[config.mk]
export PLATFORM = sky130hd
export DESIGN_NAME = uart_cfg_arbiter
export DESIGN_NICKNAME = d
export VERILOG_FILES = /design/src/rtl/uart_cfg_arbiter_pkg.sv /design/src/rtl/uart_cfg_arbiter_rr_picker.sv /design/src/rtl/uart_cfg_arbiter.sv
export SDC_FILE = /design/constraint.sdc
export NUM_CORES = 1
export LEC_CHECK = 0
export ABC_AREA = 1
export CAP_MARGIN = 40
export CORE_MARGIN = 3
export CORE_UTILIZATION = 49
export CTS_CLUSTER_DIAMETER = 80
export DETAILED_ROUTE_END_ITERATION = 8
export GPL_TIMING_DRIVEN = 0
export PLACE_DENSITY = 0.82
export SLEW_MARGIN = 20
export SYNTH_ARGS = -nofsm -noshare
export SYNTH_HDL_FRONTEND = slang
export SYNTH_SLANG_ARGS = --single-unit
[constraint.sdc]
create_clock -name clk -period 2.6 [get_ports clk]
set_input_delay 0.52 -clock clk [delete_from_list [all_inputs] [get_ports clk]]
set_output_delay 0.52 -clock clk [all_outputs]
set_load 0.02 [all_outputs]
[src/rtl/uart_cfg_arbiter_pkg.sv]
// Shared constants, FSM encoding and helpers for the UART/VGA configuration-bus arbiter.
package uart_cfg_arbiter_pkg;

  localparam int DEF_N_REQ             = 2;
  localparam int DEF_WIDTH_CONFIG_ADDR = 2;
  localparam int DEF_WIDTH_CONFIG_DATA = 8;
  localparam int DEF_BUSY_TIMEOUT      = 16;

  localparam logic [1:0] CFG_ADDR_UART = 2'b01;
  localparam logic [1:0] CFG_ADDR_VGA  = 2'b10;

  typedef enum logic [2:0] {
    ST_IDLE      = 3'd0,
    ST_ISSUE     = 3'd1,
    ST_WAIT_BUSY = 3'd2,
    ST_WAIT_FREE = 3'd3,
    ST_DONE      = 3'd4
  } state_t;

  function automatic int idx_width(input int n);
    return (n > 1) ? $clog2(n) : 1;
  endfunction

endpackage

[src/rtl/uart_cfg_arbiter_rr_picker.sv]
// Combinational round-robin picker: first active request at or above ptr, wrapping to 0.
module uart_cfg_arbiter_rr_picker
  import uart_cfg_arbiter_pkg::*;
#(
  parameter int N_REQ = DEF_N_REQ,
  parameter int IW    = idx_width(N_REQ)
) (
  input  logic [N_REQ-1:0] req,
  input  logic [IW-1:0]    ptr,
  output logic [N_REQ-1:0] grant,
  output logic [IW-1:0]    idx,
  output logic             any
);

  logic [IW-1:0] cand;

  always_comb begin
    // NOTE: every variable gets a default before the loop so no path leaves it unassigned (no latch).
    grant = '0;
    idx   = '0;
    any   = 1'b0;
    cand  = '0;
    for (int k = 0; k < N_REQ; k++) begin
      cand = IW'((32'(ptr) + 32'(k)) % 32'(N_REQ));
      if (!any && req[cand]) begin
        any = 1'b1;
        idx = cand;
      end
    end
    if (any) grant[idx] = 1'b1;
  end

endmodule

[src/rtl/uart_cfg_arbiter.sv]
// Shares the UART/VGA config bus among N_REQ requesters: grant, one c_valid strobe,
// wait for the target to go busy then free (or time out), then a one-cycle ack.
module uart_cfg_arbiter
  import uart_cfg_arbiter_pkg::*;
#(
  parameter int N_REQ             = DEF_N_REQ,
  parameter int WIDTH_CONFIG_ADDR = DEF_WIDTH_CONFIG_ADDR,
  parameter int WIDTH_CONFIG_DATA = DEF_WIDTH_CONFIG_DATA,
  parameter int BUSY_TIMEOUT      = DEF_BUSY_TIMEOUT
) (
  input  logic                                 clk,
  input  logic                                 rst,
  input  logic [N_REQ-1:0]                     req_valid,
  input  logic [N_REQ*WIDTH_CONFIG_ADDR-1:0]   req_addr,
  input  logic [N_REQ*WIDTH_CONFIG_DATA-1:0]   req_data,
  output logic [N_REQ-1:0]                     req_ack,
  output logic                                 req_timeout,
  output logic [WIDTH_CONFIG_ADDR-1:0]         c_addr,
  output logic                                 c_valid,
  output logic [WIDTH_CONFIG_DATA-1:0]         c_data,
  input  logic                                 c_ready,
  output logic                                 busy
);

  localparam int IW = idx_width(N_REQ);
  localparam int CW = (BUSY_TIMEOUT > 1) ? $clog2(BUSY_TIMEOUT) : 1;
  localparam logic [IW-1:0] LAST_IDX = IW'(N_REQ - 1);
  localparam logic [CW-1:0] CNT_LAST = CW'(BUSY_TIMEOUT - 1);

  state_t state_q, state_d;

  logic [IW-1:0]    rr_ptr_q, winner_q, pick_idx;
  logic [N_REQ-1:0] winner_oh_q, pick_grant;
  logic             pick_any, grant_now, cnt_hit;
  logic [CW-1:0]    cnt_q;

  logic [WIDTH_CONFIG_ADDR-1:0] pick_addr;
  logic [WIDTH_CONFIG_DATA-1:0] pick_data;

  logic             c_valid_d, busy_d, req_timeout_d;
  logic [N_REQ-1:0] req_ack_d;

  uart_cfg_arbiter_rr_picker #(.N_REQ(N_REQ), .IW(IW)) u_rr_picker (
    .req   (req_valid),
    .ptr   (rr_ptr_q),
    .grant (pick_grant),
    .idx   (pick_idx),
    .any   (pick_any)
  );

  // A target that is already busy blocks new grants entirely.
  assign grant_now = (state_q == ST_IDLE) && pick_any && !c_ready;
  assign cnt_hit   = (cnt_q + CW'(1)) == CNT_LAST;

  always_comb begin
    pick_addr = '0;
    pick_data = '0;
    for (int i = 0; i < N_REQ; i++) begin
      if (pick_grant[i]) begin
        pick_addr = req_addr[i*WIDTH_CONFIG_ADDR +: WIDTH_CONFIG_ADDR];
        pick_data = req_data[i*WIDTH_CONFIG_DATA +: WIDTH_CONFIG_DATA];
      end
    end
  end

  always_ff @(posedge clk or negedge rst) begin
    // NOTE: sequential state uses non-blocking assignments so all registers update together.
    if (!rst) state_q <= ST_IDLE;
    else      state_q <= state_d;
  end

  always_comb begin
    state_d = state_q;
    case (state_q)
      ST_IDLE:      if (grant_now) state_d = ST_ISSUE;
      ST_ISSUE:     state_d = ST_WAIT_BUSY;
      ST_WAIT_BUSY: begin
        if (c_ready)      state_d = ST_WAIT_FREE;
        else if (cnt_hit) state_d = ST_DONE;
      end
      ST_WAIT_FREE: if (!c_ready) state_d = ST_DONE;
      ST_DONE:      state_d = ST_IDLE;
      default:      state_d = ST_IDLE;
    endcase
  end

  // Outputs are computed from the next state and registered, so they line up with the state.
  always_comb begin
    c_valid_d     = (state_d == ST_ISSUE);
    busy_d        = (state_d != ST_IDLE);
    req_ack_d     = (state_d == ST_DONE) ? winner_oh_q : '0;
    req_timeout_d = (state_q == ST_WAIT_BUSY) && (state_d == ST_DONE);
  end

  always_ff @(posedge clk or negedge rst) begin
    if (!rst) begin
      rr_ptr_q    <= '0;
      winner_q    <= '0;
      winner_oh_q <= '0;
      cnt_q       <= '0;
    end else begin
      case (state_q)
        ST_IDLE: if (grant_now) begin
          winner_q    <= pick_idx;
          winner_oh_q <= pick_grant;
        end
        ST_ISSUE: begin
          rr_ptr_q <= (winner_q == LAST_IDX) ? '0 : winner_q + IW'(1);
          cnt_q    <= '0;
        end
        ST_WAIT_BUSY: if (!c_ready && !cnt_hit) cnt_q <= cnt_q + CW'(1);
        default: ;
      endcase
    end
  end

  always_ff @(posedge clk or negedge rst) begin
    if (!rst) begin
      c_valid     <= 1'b0;
      busy        <= 1'b0;
      req_ack     <= '0;
      req_timeout <= 1'b0;
      c_addr      <= '0;
      c_data      <= '0;
    end else begin
      c_valid     <= c_valid_d;
      busy        <= busy_d;
      req_ack     <= req_ack_d;
      req_timeout <= req_timeout_d;
      // Address/data hold the last granted word until the next grant.
      if (grant_now) begin
        c_addr <= pick_addr;
        c_data <= pick_data;
      end
    end
  end

endmodule

==> reports/results.md <==
| Parameter | This run | Unit |
| --- | --- | --- |
| Max incr delay on CP | 0.62 | ns |
| ANT nets after route | 0 | - |
| Count of unique library cells instantiated by Yosys | 20 | - |
| Share of the clock period used by the worst path after layout | 70.78 | % |
| Die area | 3244 | sq um |
| Vias | 1,065 | - |
| Required arrival time at the worst endpoint | 2.08 | ns |
| Max IR drop VDD | 738.2 | uV |
| Chain of cells forming the critical path | clkdlybuf4s50_1 | - |
| Cell area after technology mapping | 1272 | sq um |
| Clock-pin slew reported for the worst setup and hold paths after clock tree synthesis | 0.14 | ns |
| Class of the most critical setup path | reg2out | - |
| Port Buffers | 39 | - |
| Number of buffers added for setup after CTS | 0 | - |
| Total track usage | 18.95 | % |
| Crit path DAT | 1.32 | ns |
| Part of the total power dissipated in sequential elements | 38.7 | % |
| Number of optimization iterations in the first detailed-route pass | 4 | - |
| Total count of hold-check failures in the final report | 0 | - |
| Leakage power | 0.8393 | nW |
| Initial antenna violation count | 0 | - |
| Fillers | 179 | - |
| Count of hold buffers inserted by post-cts repair | 0 | - |
| Die span in x | 56.96 | um |
| CTS tree | built | - |
| Maximum clock frequency | 0.5434 | GHz |
| Antenna cells | 0 | - |
| Detailed router's first-iteration violation count | 27 | - |
| Slew Limit Headroom | 62.40 | % |
| Number of register bits inferred by synthesis | 26 | - |
| Starting Density | 54.39 | % |
| Worst setup slack before clock tree synthesis | 0.7394 | ns |
| Cts bufs inserted | 3 | - |
| Min setup slack post-route | 0.7596 | ns |
| Clock skew | 0.004990 | ns |
| Critical path's top delay family | buffers and inverters | - |
| Maximum fanout count along the critical path | 2 | - |
| Io pins | 40 | - |
| Final instance count without filler cells | 205 | - |
| Biggest area contributors in the synthesized netlist | dfrtp_1, nand3_1, nand2_1 | - |
| Leading area contributor after synthesis | dfrtp_1 | - |
| Max-slew violation count | 0 | - |
| Final number of setup-violating endpoints | 0 | - |
| Class of the tightest hold or removal check | in2async | - |
| Total Negative Setup Slacks | 0 | ns |
| Setup crit end kind | output port | - |
| End-of-flow core utilization | 74.60 | % |
| Share of final-layout standard cells stronger than drive strength 1 | 22.60 | % |
| R2r setup slk | 1.15 | ns |
| Clock network fraction of design power | 16.0 | % |
| Worst-path cell with the longest stage delay | clkdlybuf4s50_1 | - |
| Setup repair after global routing missed its margin | false | - |
| Fraction of the yosys area taken by sequential cells | 51.13 | % |
| Max-cap violation count | 0 | - |
| Syn Area/Cell | 9.496 | sq um |
| Root Driver | clkbuf_4 | - |
| Internal Pwr Total | 1.067 | mW |
| Wire length of the first global-routing pass | 4788 | um |
| Fraction of synthesized cell area taken by the top area cell type | 51.13 | % |
| Pin count of the biggest net entering global routing | 27 | - |
| Transition time at the pin with the least slew margin | 0.5639 | ns |
| Number of placed cells counting well taps | 201 | - |
| Combinational Power Share | 45.3 | % |
| Synthesized Nets | 161 | - |
| Yosys warning total | 0 | - |
| Worst skew pair latency | 0.32 | ns |
| Number of cells produced by synthesis | 134 | - |
| Status | finished, final reports clean | - |
| Critical Path Start Type | register | - |
| Power Dens Cells | 989.6 | nW/um^2 |
| Area added between synthesis and finish | 37.17 | % |
| Number of global-route vias before repair | 1,100 | - |
| RePlAce Congestion | 0.8131 | - |
| Buffers & Inverters on Critical Path | 1 | - |
| Switching fraction of total power | 38.23 | % |
| # H-tree levels | 1 | - |
| Post-cts sizing count | 0 | - |
| Core footprint | 2340 | sq um |
| Min Clock Period, post-route | 1.840 | ns |
| Clock Sink Count | 26 | - |
| Wirelength, routed | 2852 | um |
| Vertical die dimension | 56.96 | um |
| Switching power of the nets | 0.6604 | mW |
| Final layout net count | 205 | - |
| Number of buffers on the longest clock path | 2 | - |
| Row count | 17 | - |
| DRC violations left | 0 | - |
| Grt ovf | 0 | - |
| Detail-routed via count per cell | 5.195 | - |
| Final HPWL DP | 2211 | um |
| Mean routed wirelength per cell | 13.91 | um |
-- power by group through the flow --
stage          Combinational [mW]  Sequential [mW]  Clock, mW
3_3_place_gp                0.766            0.663          0
5_1_grt                     0.852            0.685      0.308
4_1_cts                     0.795            0.667      0.280
6_report                    0.782            0.669      0.276
3_5_place_dp                0.791            0.672          0
2_1_floorplan               0.382            0.761          0
-- through the flow --
stage               hold slack (ns)  total power [mW]  area [sq um]
floorplan                    0.2244             1.143          1272
global placement             0.4556             1.429          1698
detailed placement           0.4691             1.463          1693
CTS                          0.1742             1.743          1745
global route                 0.1745             1.845          1745
finish                       0.1613             1.727          1745
-- Yosys cell counts (all sizes together) --
library cell / number
a21boi: 1
a21oi: 1
buf: 4
dfrtp: 26
ha: 2
inv: 15
nand2: 39
nand3: 30
nand4: 4
nor2: 6
o21ai: 5
or2: 1
-- layer usage --
layer  vias to the layer above  part of all wire, %  track usage [%]
met5                         -                    0                0
met4                         0                  1.5            7.285
met3                         6                  5.2            5.656
met2                        29                   55            31.97
met1                       510                   38            22.77
li1                        520                    -                -
-- final cells by class --
class,instances,area [sq um],area share (%)
Buffer,4,37.54,2.151
Clock buffer,3,22.52,1.290
Clock inverter,1,30.03,1.720
Inverter,15,56.30,3.226
Multi-Input combinational cell,89,528.0,30.25
Sequential cell,26,650.6,37.28
Tap cell,28,35.03,2.007
Timing Repair Buffer,39,385.4,22.08
-- registers in the layout (all words and copies together), names as in the netlist --
name,flops
busy,1
c_addr,2
c_data,8
c_valid,1
cnt_q,4
req_ack,2
req_timeout,1
rr_ptr_q,1
state_q,3
winner_oh_q,2
winner_q,1
-- kinds of logic (layout without fill, tap and decap cells) --
kind of cell | after synthesis | after routing | synth area share [%]
simple gates | 80 | 80 | 36.58
fa+ha+maj | 2 | 2 | 1.966
flops | 26 | 26 | 51.13
compound gates | 7 | 7 | 2.949
buf+inv | 19 | 62 | 7.375
-- layout by cell type, fill, tap and decap left out, types with 2 or more instances in the layout --
| master | count |
|---|---|
| buf_2 | 3 |
| clkbuf_4 | 3 |
| clkdlybuf4s50_1 | 38 |
| dfrtp_1 | 26 |
| ha_1 | 2 |
| inv_1 | 12 |
| inv_2 | 3 |
| nand2_1 | 27 |
| nand2_2 | 12 |
| nand3_1 | 21 |
| nand3_2 | 9 |
| nand4_1 | 3 |
| nor2_2 | 4 |
| nor2_4 | 2 |
| o21ai_1 | 4 |
-- path summary, 6_finish.rpt --
| check | startpoint | end | depth (start not counted) |
|---|---|---|---|
| worst max-delay path | c_data[1] | c_data[1] | 1 |
| worst min-delay path | rst | state_q[2] | 1 |
| worst max register to register | cnt_q[0] | cnt_q[1] | 8 |
| worst min register to register | winner_q | rr_ptr_q | 1 |
| max in group asynchronous | rst | cnt_q[2] | 1 |
| min in group clk | winner_q | rr_ptr_q | 1 |
No activity file was read; power rests on OpenSTA's default activity.
